## config.mk

```make
export PLATFORM = sky130hd
export DESIGN_NAME = control_sequencer
export DESIGN_NICKNAME = d
export VERILOG_FILES = /design/src/rtl/cu_pkg.sv /design/src/rtl/cu_opcode_class.sv /design/src/rtl/control_sequencer.sv
export SDC_FILE = /design/constraint.sdc
export NUM_CORES = 1
export LEC_CHECK = 0
export ABC_CLOCK_PERIOD_IN_PS = 2450
export CAP_MARGIN = 20
export CORE_ASPECT_RATIO = 1.4
export CORE_MARGIN = 1
export CORE_UTILIZATION = 35
export DETAILED_ROUTE_END_ITERATION = 16
export PLACE_DENSITY = 0.76
export SETUP_SLACK_MARGIN = 0.15
export SYNTH_ARGS = -nofsm -noshare
export SYNTH_HDL_FRONTEND = slang
export SYNTH_SLANG_ARGS = --single-unit
```

## constraint.sdc

```tcl
create_clock -name clk -period 2.45 [get_ports clk]
set_input_delay 0.49 -clock clk [delete_from_list [all_inputs] [get_ports clk]]
set_output_delay 0.49 -clock clk [all_outputs]
set_load 0.02 [all_outputs]
```

## src/rtl/cu_pkg.sv

```systemverilog
// Shared definitions for the hardwired control sequencer.
// Holds the 5-bit opcode values found in ir[31:27], the instruction-class
// encoding produced by cu_opcode_class, and the sequencer state list.
package cu_pkg;

    localparam logic [4:0] OP_LD   = 5'b00000;
    localparam logic [4:0] OP_LDI  = 5'b00001;
    localparam logic [4:0] OP_ST   = 5'b00010;
    localparam logic [4:0] OP_ADD  = 5'b00011;
    localparam logic [4:0] OP_SUB  = 5'b00100;
    localparam logic [4:0] OP_AND  = 5'b00101;
    localparam logic [4:0] OP_OR   = 5'b00110;
    localparam logic [4:0] OP_ADDI = 5'b01100;
    localparam logic [4:0] OP_ANDI = 5'b01101;
    localparam logic [4:0] OP_ORI  = 5'b01110;
    localparam logic [4:0] OP_MUL  = 5'b01111;
    localparam logic [4:0] OP_DIV  = 5'b10000;
    localparam logic [4:0] OP_BR   = 5'b10011;
    localparam logic [4:0] OP_JR   = 5'b10100;
    localparam logic [4:0] OP_IN   = 5'b10110;
    localparam logic [4:0] OP_OUT  = 5'b10111;
    localparam logic [4:0] OP_MFHI = 5'b11000;
    localparam logic [4:0] OP_MFLO = 5'b11001;
    localparam logic [4:0] OP_NOP  = 5'b11010;
    localparam logic [4:0] OP_HALT = 5'b11011;

    typedef enum logic [3:0] {
        CLS_LD, CLS_LDI, CLS_ST, CLS_ALU_RR, CLS_ALU_IMM, CLS_MULDIV, CLS_BR,
        CLS_JR, CLS_IN, CLS_OUT, CLS_MFHI, CLS_MFLO, CLS_NOP, CLS_HALT
    } instr_class_e;

    typedef enum logic [5:0] {
        S_RESET, S_HALTED, S_T0, S_T1, S_T2,
        S_LD_T3, S_LD_T4, S_LD_T5, S_LD_T6, S_LD_T7,
        S_LDI_T3, S_LDI_T4, S_LDI_T5,
        S_ST_T3, S_ST_T4, S_ST_T5, S_ST_T6, S_ST_T7,
        S_ALU_T3, S_ALU_T4, S_ALU_T5,
        S_IMM_T3, S_IMM_T4, S_IMM_T5,
        S_MD_T3, S_MD_T4, S_MD_T5, S_MD_T6,
        S_BR_T3, S_BR_T4, S_BR_T5, S_BR_T6,
        S_JR_T3, S_IN_T3, S_OUT_T3, S_MFHI_T3, S_MFLO_T3
    } state_e;

endpackage

```

## src/rtl/cu_opcode_class.sv

```systemverilog
// Combinational opcode-to-class decoder for the control sequencer.
// Ports: opcode (in, 5) = ir[31:27]; op_class (out) = instruction class.
// Opcodes without a defined micro-sequence decode as CLS_NOP.
module cu_opcode_class
    import cu_pkg::*;
(
    input  logic [4:0]   opcode,
    output instr_class_e op_class
);

    // Opcode lookup; the default arm folds every undefined opcode into NOP.
    always_comb begin
        op_class = CLS_NOP;
        case (opcode)
            OP_LD:                          op_class = CLS_LD;
            OP_LDI:                         op_class = CLS_LDI;
            OP_ST:                          op_class = CLS_ST;
            OP_ADD, OP_SUB, OP_AND, OP_OR:  op_class = CLS_ALU_RR;
            OP_ADDI, OP_ANDI, OP_ORI:       op_class = CLS_ALU_IMM;
            OP_MUL, OP_DIV:                 op_class = CLS_MULDIV;
            OP_BR:                          op_class = CLS_BR;
            OP_JR:                          op_class = CLS_JR;
            OP_IN:                          op_class = CLS_IN;
            OP_OUT:                         op_class = CLS_OUT;
            OP_MFHI:                        op_class = CLS_MFHI;
            OP_MFLO:                        op_class = CLS_MFLO;
            OP_HALT:                        op_class = CLS_HALT;
            default:                        op_class = CLS_NOP;
        endcase
    end

endmodule

```

## src/rtl/control_sequencer.sv

```systemverilog
// Hardwired control unit for the Datapath: fetch (T0-T2), then a per-class
// micro-step sequence from T3 on, one step per clock.
// Ports: clk, clr (sync active-high reset), ir (instruction register),
// con_ff (branch condition); outputs: run, pc_init (= RESET_PC) and every
// Datapath bus-driver select, load enable and ALU/memory/register control.
// Optional build macro CU_MEM_WAIT_EN adds input mem_ready: T1, LD_T6 and
// ST_T7 then stretch until mem_ready is high.
// Outputs are a Moore function of the state register (con_ff only in BR_T6).
module control_sequencer
    import cu_pkg::*;
#(
    parameter logic [31:0] RESET_PC = 32'h00000000
)(
    input  logic        clk,
    input  logic        clr,
`ifdef CU_MEM_WAIT_EN
    input  logic        mem_ready,
`endif
    input  logic [31:0] ir,
    input  logic        con_ff,
    output logic        run,
    output logic [31:0] pc_init,
    output logic        pc_init_enable, pc_out, zlo_out, zhi_out, hi_out, lo_out,
    output logic        mdr_out, inport_out, c_sign_extended_out, ba_out, r_out,
    output logic        mar_enable, z_enable, lo_enable, hi_enable, pc_enable,
    output logic        mdr_enable, ir_enable, y_enable, outport_enable,
    output logic        inport_enable, con_enable, r_in,
    output logic        pc_increment, read, ram_write, gra, grb, grc
);

    state_e       state_q, state_d;
    instr_class_e op_class_s;
    logic         mem_ready_s;
    logic         unused_ir_s;

`ifdef CU_MEM_WAIT_EN
    assign mem_ready_s = mem_ready;
`else
    assign mem_ready_s = 1'b1;
`endif

    // Only the opcode field steers the sequence; the rest of ir is ignored.
    assign unused_ir_s = ^ir[26:0];
    assign pc_init     = RESET_PC;

    cu_opcode_class u_class (
        .opcode   (ir[31:27]),
        .op_class (op_class_s)
    );

    // State register; clr forces RESET from any state, including mid-instruction.
    always_ff @(posedge clk) begin
        if (clr) begin
            state_q <= S_RESET;
        end else begin
            state_q <= state_d;
        end
    end

    // Next-state logic. The class is chosen while in T2 so that a nop costs
    // exactly three cycles and the first class step follows T2 directly.
    always_comb begin
        state_d = state_q;
        case (state_q)
            S_RESET:   state_d = S_T0;
            S_HALTED:  state_d = S_HALTED;
            S_T0:      state_d = S_T1;
            S_T1:      state_d = mem_ready_s ? S_T2 : S_T1;
            S_T2: begin
                case (op_class_s)
                    CLS_LD:      state_d = S_LD_T3;
                    CLS_LDI:     state_d = S_LDI_T3;
                    CLS_ST:      state_d = S_ST_T3;
                    CLS_ALU_RR:  state_d = S_ALU_T3;
                    CLS_ALU_IMM: state_d = S_IMM_T3;
                    CLS_MULDIV:  state_d = S_MD_T3;
                    CLS_BR:      state_d = S_BR_T3;
                    CLS_JR:      state_d = S_JR_T3;
                    CLS_IN:      state_d = S_IN_T3;
                    CLS_OUT:     state_d = S_OUT_T3;
                    CLS_MFHI:    state_d = S_MFHI_T3;
                    CLS_MFLO:    state_d = S_MFLO_T3;
                    CLS_HALT:    state_d = S_HALTED;
                    default:     state_d = S_T0;
                endcase
            end
            S_LD_T3:   state_d = S_LD_T4;
            S_LD_T4:   state_d = S_LD_T5;
            S_LD_T5:   state_d = S_LD_T6;
            S_LD_T6:   state_d = mem_ready_s ? S_LD_T7 : S_LD_T6;
            S_LDI_T3:  state_d = S_LDI_T4;
            S_LDI_T4:  state_d = S_LDI_T5;
            S_ST_T3:   state_d = S_ST_T4;
            S_ST_T4:   state_d = S_ST_T5;
            S_ST_T5:   state_d = S_ST_T6;
            S_ST_T6:   state_d = S_ST_T7;
            S_ST_T7:   state_d = mem_ready_s ? S_T0 : S_ST_T7;
            S_ALU_T3:  state_d = S_ALU_T4;
            S_ALU_T4:  state_d = S_ALU_T5;
            S_IMM_T3:  state_d = S_IMM_T4;
            S_IMM_T4:  state_d = S_IMM_T5;
            S_MD_T3:   state_d = S_MD_T4;
            S_MD_T4:   state_d = S_MD_T5;
            S_MD_T5:   state_d = S_MD_T6;
            S_BR_T3:   state_d = S_BR_T4;
            S_BR_T4:   state_d = S_BR_T5;
            S_BR_T5:   state_d = S_BR_T6;
            default:   state_d = S_T0;  // last step of every class
        endcase
    end

    // Output decode: everything low by default, each state raises its strobes.
    always_comb begin
        run = 1'b1;
        pc_init_enable = 1'b0; pc_out = 1'b0; zlo_out = 1'b0; zhi_out = 1'b0;
        hi_out = 1'b0; lo_out = 1'b0; mdr_out = 1'b0; inport_out = 1'b0;
        c_sign_extended_out = 1'b0; ba_out = 1'b0; r_out = 1'b0;
        mar_enable = 1'b0; z_enable = 1'b0; lo_enable = 1'b0; hi_enable = 1'b0;
        pc_enable = 1'b0; mdr_enable = 1'b0; ir_enable = 1'b0; y_enable = 1'b0;
        outport_enable = 1'b0; inport_enable = 1'b0; con_enable = 1'b0; r_in = 1'b0;
        pc_increment = 1'b0; read = 1'b0; ram_write = 1'b0;
        gra = 1'b0; grb = 1'b0; grc = 1'b0;
        case (state_q)
            S_RESET:  begin run = 1'b0; pc_init_enable = 1'b1; end
            S_HALTED: run = 1'b0;
            S_T0: begin pc_out = 1'b1; mar_enable = 1'b1; pc_increment = 1'b1; z_enable = 1'b1; end
            S_T1: begin zlo_out = 1'b1; pc_enable = 1'b1; read = 1'b1; mdr_enable = 1'b1; end
            S_T2: begin mdr_out = 1'b1; ir_enable = 1'b1; end
            S_LD_T3, S_LDI_T3, S_ST_T3: begin grb = 1'b1; ba_out = 1'b1; y_enable = 1'b1; end
            S_LD_T4, S_LDI_T4, S_ST_T4, S_IMM_T4:
                begin c_sign_extended_out = 1'b1; z_enable = 1'b1; end
            S_LD_T5, S_ST_T5: begin zlo_out = 1'b1; mar_enable = 1'b1; end
            S_LD_T6:  begin read = 1'b1; mdr_enable = 1'b1; end
            S_LD_T7:  begin mdr_out = 1'b1; gra = 1'b1; r_in = 1'b1; end
            S_LDI_T5, S_ALU_T5, S_IMM_T5: begin zlo_out = 1'b1; gra = 1'b1; r_in = 1'b1; end
            S_ST_T6:  begin gra = 1'b1; r_out = 1'b1; mdr_enable = 1'b1; end
            S_ST_T7:  ram_write = 1'b1;
            S_ALU_T3, S_IMM_T3: begin grb = 1'b1; r_out = 1'b1; y_enable = 1'b1; end
            S_ALU_T4: begin grc = 1'b1; r_out = 1'b1; z_enable = 1'b1; end
            S_MD_T3:  begin gra = 1'b1; r_out = 1'b1; y_enable = 1'b1; end
            S_MD_T4:  begin grb = 1'b1; r_out = 1'b1; z_enable = 1'b1; end
            S_MD_T5:  begin zlo_out = 1'b1; lo_enable = 1'b1; end
            S_MD_T6:  begin zhi_out = 1'b1; hi_enable = 1'b1; end
            S_BR_T3:  begin gra = 1'b1; r_out = 1'b1; con_enable = 1'b1; end
            S_BR_T4:  begin pc_out = 1'b1; y_enable = 1'b1; end
            S_BR_T5:  begin c_sign_extended_out = 1'b1; z_enable = 1'b1; end
            S_BR_T6:  begin zlo_out = 1'b1; pc_enable = con_ff; end
            S_JR_T3:  begin gra = 1'b1; r_out = 1'b1; pc_enable = 1'b1; end
            S_IN_T3:  begin inport_out = 1'b1; gra = 1'b1; r_in = 1'b1; end
            S_OUT_T3: begin gra = 1'b1; r_out = 1'b1; outport_enable = 1'b1; end
            S_MFHI_T3: begin hi_out = 1'b1; gra = 1'b1; r_in = 1'b1; end
            S_MFLO_T3: begin lo_out = 1'b1; gra = 1'b1; r_in = 1'b1; end
            default:  run = 1'b0;
        endcase
    end

endmodule
```

After elaboration in Yosys (flattened, before gate mapping):

Memory sizes are Yosys's and may differ from the RTL's.
Index checks and enable logic that the tools add are counted.

* $add $sub $neg: 0
* order comparisons: 0
* reduce and logical (&&, ||, !) cells: 17
* divide/modulo/power cells: 0
* multiplexer cells: 29
* shifts and indexed selects: 0
* bitwise logic cells: 0
* equality and inequality tests: 36
* multipliers: 0

Operator list (count)
* one-hot mux 6 bit (24 select lines): 1
* == test 6 x 5 -> 1 bit (second input constant): 16
* == test 6 x 4 -> 1 bit (second input constant): 8
* OR reduction 35 bit: 1
* == test 6 bit (second input constant): 5
* 2-to-1 mux 1 bit: 27
* == test 6 x 3 -> 1 bit (second input constant): 4
* OR reduction 8 bit: 2
* OR reduction 7 bit: 2
* == test 6 x 2 -> 1 bit (second input constant): 2
* OR reduction 12 bit: 1
* OR reduction 3 bit: 3
* OR reduction 9 bit: 1
* OR reduction 2 bit: 4
* == test 6 x 1 -> 1 bit (second input constant): 1
* zero test 6 bit: 1
* OR reduction 6 bit: 1
* OR reduction 5 bit: 1
* one-hot mux 1 bit (2 select lines): 1

* memories: 2
* bits in latches: 0
* bits of input ports: 35
* ROM bits: 224
* memory bits (writable): 0
* bits in registers: 6
* word-level logic and storage cells: 85
* output and inout bits: 62

Memories
* (name not given): depth 32, width 4, read ports 1, clocked after Yosys merged registers in 0, write ports 0, line cu_opcode_class.sv:14 `case (opcode)`
* (name not given): depth 16, width 6, read ports 1, clocked after Yosys merged registers in 0, write ports 0, line control_sequencer.sv:70 `case (op_class_s)`

Longest topological paths before layout:

Gate-level depths: netlist of run 1.

* word-level depth: 3
* depth in mapped cells: 11
* gate-level depth less buffers: 11

Hierarchy:

Synthesis of run 1 repeated with hierarchy kept, for this count alone.

* cell total of the unflattened synthesis: 257
* area total of the unflattened synthesis: 1682.9 sq um

Modules (own cells, without submodules)
* control_sequencer: instances 1, cells an instance 225, seq. area each 120.1 sq um, area an instance 1446.4 sq um
* cu_opcode_class: instances 1, cells an instance 32, seq. area each 0.0 sq um, area an instance 236.5 sq um

Worst setup path after synthesis of run 1:

OpenSTA, ideal clock, no wires.

* path kind: reg2out
* start: register state_q[4]
* end: output port zhi_out
* stages on the path, launching flop included: 6
* data arrival time: 1.765 ns
* path slack: 0.195 ns
* cell sequence: dfxtp_1 buf_2 buf_1 nand2b_1 nor3_1 buf_4

* longest elaborated chain between the ends: 2

RTL lines
* start, declared: line control_sequencer.sv:31 `state_e state_q, state_d;`
* start signal, assigned: line control_sequencer.sv:56 `state_q <= state_d;`
* == test 6 x 5 -> 1 bit
* 2-to-1 mux 1 bit
* end, declared: line control_sequencer.sv:23 `output logic pc_init_enable, pc_out, zlo_out, zhi_out, hi_out, lo_out,`

Every way passes these cells.

Worst setup path in the final report of run 1:

* start: input port con_ff
* end: output port pc_enable

* longest elaborated chain between the ends: 1

RTL lines
* start, declared: line control_sequencer.sv:20 `input logic con_ff,`
* one-hot mux 1 bit (2 select lines): line control_sequencer.sv:123 `case (state_q)`
* end, declared: line control_sequencer.sv:25 `output logic mar_enable, z_enable, lo_enable, hi_enable, pc_enable,`

Every way passes these cells.

==> results of run 1 <==
[path summary, 6_finish.rpt]
kind,endpoint,slack [ns],depth (start not counted)
setup reg to reg,state_q[4],0.64,7
hold / removal,state_q[5],0.80,3
setup / recovery,pc_enable,0.23,5
hold reg to reg,state_q[5],0.80,3
[worst max-delay path, cell delays in order]
cell             delay [ns]
clkdlybuf4s50_1        0.47
nand4_1                0.09
a2111o_1               0.40
o21ai_0                0.07
buf_2                  0.19
[kinds of logic (layout without fill, tap and decap cells)]
logic type | after synthesis | in the layout | synth area share [%]
AOI/OAI and AO/OA | 62 | 62 | 24.1
muxes | 6 | 6 | 3.85
other | 1 | 33 | 0.231
buffers and inverters | 60 | 86 | 23.2
xor gates and xnor gates | 5 | 5 | 3.16
DFF | 6 | 6 | 7.39
adders and majority gates | 8 | 8 | 6.16
and+or+nand+nor | 104 | 104 | 31.9
[where the power goes]
group / switching [mW] / internal, mW
sequential: 0.00441 / 0.0995
combinational: 0.189 / 0.112
clock: 0.0442 / 0.106
total: 0.238 / 0.317
[per-stage QoR]
stage / cell area (µm²) / TNS (ns) / util [%]
2_1_floorplan: 1750 / 0 / -
3_3_place_gp: 2130 / -1.04 / 47.4
3_5_place_dp: 2130 / -1.31 / 47.4
4_1_cts: 2170 / 0 / 48.2
5_1_grt: 2210 / 0 / 49.0
6_report: 2210 / 0 / 49.0
[per-layer routing]
| metal | GRT usage (%) | up-vias |
|---|---|---|
| li1 | - | 920 |
| met1 | 20.4 | 835 |
| met2 | 37.6 | 77 |
| met3 | 1.87 | 15 |
| met4 | 10.9 | 0 |
| met5 | 0 | - |
[cell type report]
type                    instances  area, µm²  area share (%)
well taps                      62       77.6            3.52
multi-input cells             218       1300            59.0
inverters                       9       35.0            1.59
repair buffers                 74        622            28.2
flip-flops and latches          6        129            5.84
clock buffers                   3       41.3            1.87
[layout by cell type (no fill, tap or decap), drive strengths merged, types with 6 or more instances in the layout]
master / instances
dlygate4sd2: 20
o21ai: 20
nand2: 27
ha: 8
buf: 39
clkbuf: 7
nor2: 31
nor3: 12
nand2b: 7
a21oi: 20
dfxtp: 6
inv: 8
conb: 33
[repair_timing]
action                                 CTS  global route
setup endpoints to repair               33            15
endpoints found under the hold margin    0             0
pin swaps                                4             2
gates resized for setup                 42            25
cloned                                   0             1
==> reports/qor.csv, run 1 <==
stage;metric;value;unit
status;status;finished clean;
logic_synthesis;ys flop type;dfxtp_1;
cells_and_area;max reg flops;6;
power_and_ir_drop;VDD IR max;0.169;mV
drt;vias;1847;
clock_network;hold_buf cts;0;
global_route;first-pass GRT wire length;7440;µm
cells_and_area;area grow syn2layout;35.7;%
power_and_ir_drop;Pleak;1.11;nW
global_route;initial antenna violation count;0;
sta;fmax;451;MHz
drt;WL per Instance;12.1;µm
placement;I/O Buffers;36;
logic_synthesis;top cell type by total area after synthesis;buf_4;
drt;Antenna Violating Nets Remaining;0;
worst_setup_path;Crit. End Element;output pin;
cells_and_area;final net count;355;
sta;RSZ-0062 raised after global routing;false;
sta;final setup vio count;0;
cells_and_area;Non-Filler Instances;372;
global_route;number of global-route vias before repair;1696;
cells_and_area;Inserted Diodes;0;
logic_synthesis;Synth Register Bits;6;
clock_network;CTS Root Cell;clkbuf_8;
floorplan;die area;4920;µm²
placement;Post-Place Setup Slack;-0.252;ns
clock_network;CTS buffer count;3;
floorplan;I/O pin count;97;
logic_synthesis;syn_area_per_cell;6.45;µm²
drt;first-pass detailed-route iteration total;4;
cells_and_area;largest registers;state_q x6;
worst_setup_path;arrival time at the worst endpoint;1.73;ns
worst_hold_path;hold_sp;state_q[4];
sta;clk_skew;0.00199;ns
logic_synthesis;synth warn;0;
logic_synthesis;Post-synth top cells;buf_4 (34), nor2_1 (31), nand2_1 (26);
logic_synthesis;Seq/Total Area, Yosys;7.39;%
power_and_ir_drop;Overall Power;0.555;mW
worst_hold_path;worst hold path type;reg -> reg;
logic_synthesis;top cells by area, synth;buf_4 (16%), dfxtp_1 (7.4%), nor2_1 (7.2%);
clock_network;Longest Clk Path Bufs;2;
cells_and_area;Top reg by flops;state_q;
run;max-cap violations;0;
drt;total wire length;4500;µm
drt;DRC Markers;0;
sta;Final Critical Period;2.22;ns
floorplan;cell row count;29;
global_route;grt ovf;0;
drt;initial DRC count;140;
worst_setup_path;CP Launch Point;con_ff;
sta;final worst-path cycle share;90.4;%
logic_synthesis;count leader, synth;buf_4;
floorplan;Starting Density;36.1;%
sta;Pins Over Slew Limit;0;
logic_synthesis;number of flops mapped to enable cells by yosys;0;
global_route;GRT Total Usage;19.7;%
worst_setup_path;worst r2r src;state_q[0];
clock_network;Clock Sinks;6;
drt;Post-Route M1 WL;1700;µm
floorplan;Die W;59.6;µm
global_route;largest net degree at the start of global routing;15;
placement;dpl hpwl;3530;µm
cells_and_area;fraction of layout cells with a size suffix above 1;24.8;%
clock_network;Post-CTS Setup Bufs;0;
sta;final hold vios;0;
worst_setup_path;WS Path Type;in -> out;
clock_network;Worst-Skew Late Latency;0.23;ns
logic_synthesis;Post-synth ARST share;0;%
cells_and_area;# fillers;495;
sta;WHS;0.801;ns
power_and_ir_drop;pwr/cell area;252;nW/µm²
worst_setup_path;crit path max fanout;1;
logic_synthesis;share of Yosys cell area claimed by the top area cell type;15.7;%
clock_network;CTS tree;built;
worst_setup_path;WP data required;1.96;ns
placement;gpl congestion;0.952;
drt;vias per cell;4.97;
logic_synthesis;Distinct cells, synth;56;
drt;met2 wire length;2390;µm
placement;placed instance count;368;
logic_synthesis;Post-Syn Area;1630;µm²
logic_synthesis;Gate Count Post-Synth;252;
drt;Highest Signal Layer;met4;
worst_setup_path;Worst setup SP type;input port;
clock_network;CTS H-tree lvls;1;
sta;fin worst setup slack;0.234;ns
drt;met3 wire length;233;µm
floorplan;core box area;4500;µm²
floorplan;die height;82.6;µm
clock_network;Worst-path clk slew;0.04;ns
Note: power is estimated with default switching activity, not from simulation.
==> run 2: changes to the inputs <==
HOLD_SLACK_MARGIN = 0.05   (was default)
==> results of run 2 <==
Same layout as run 1: the final DEF is identical, and so are final timing and power.
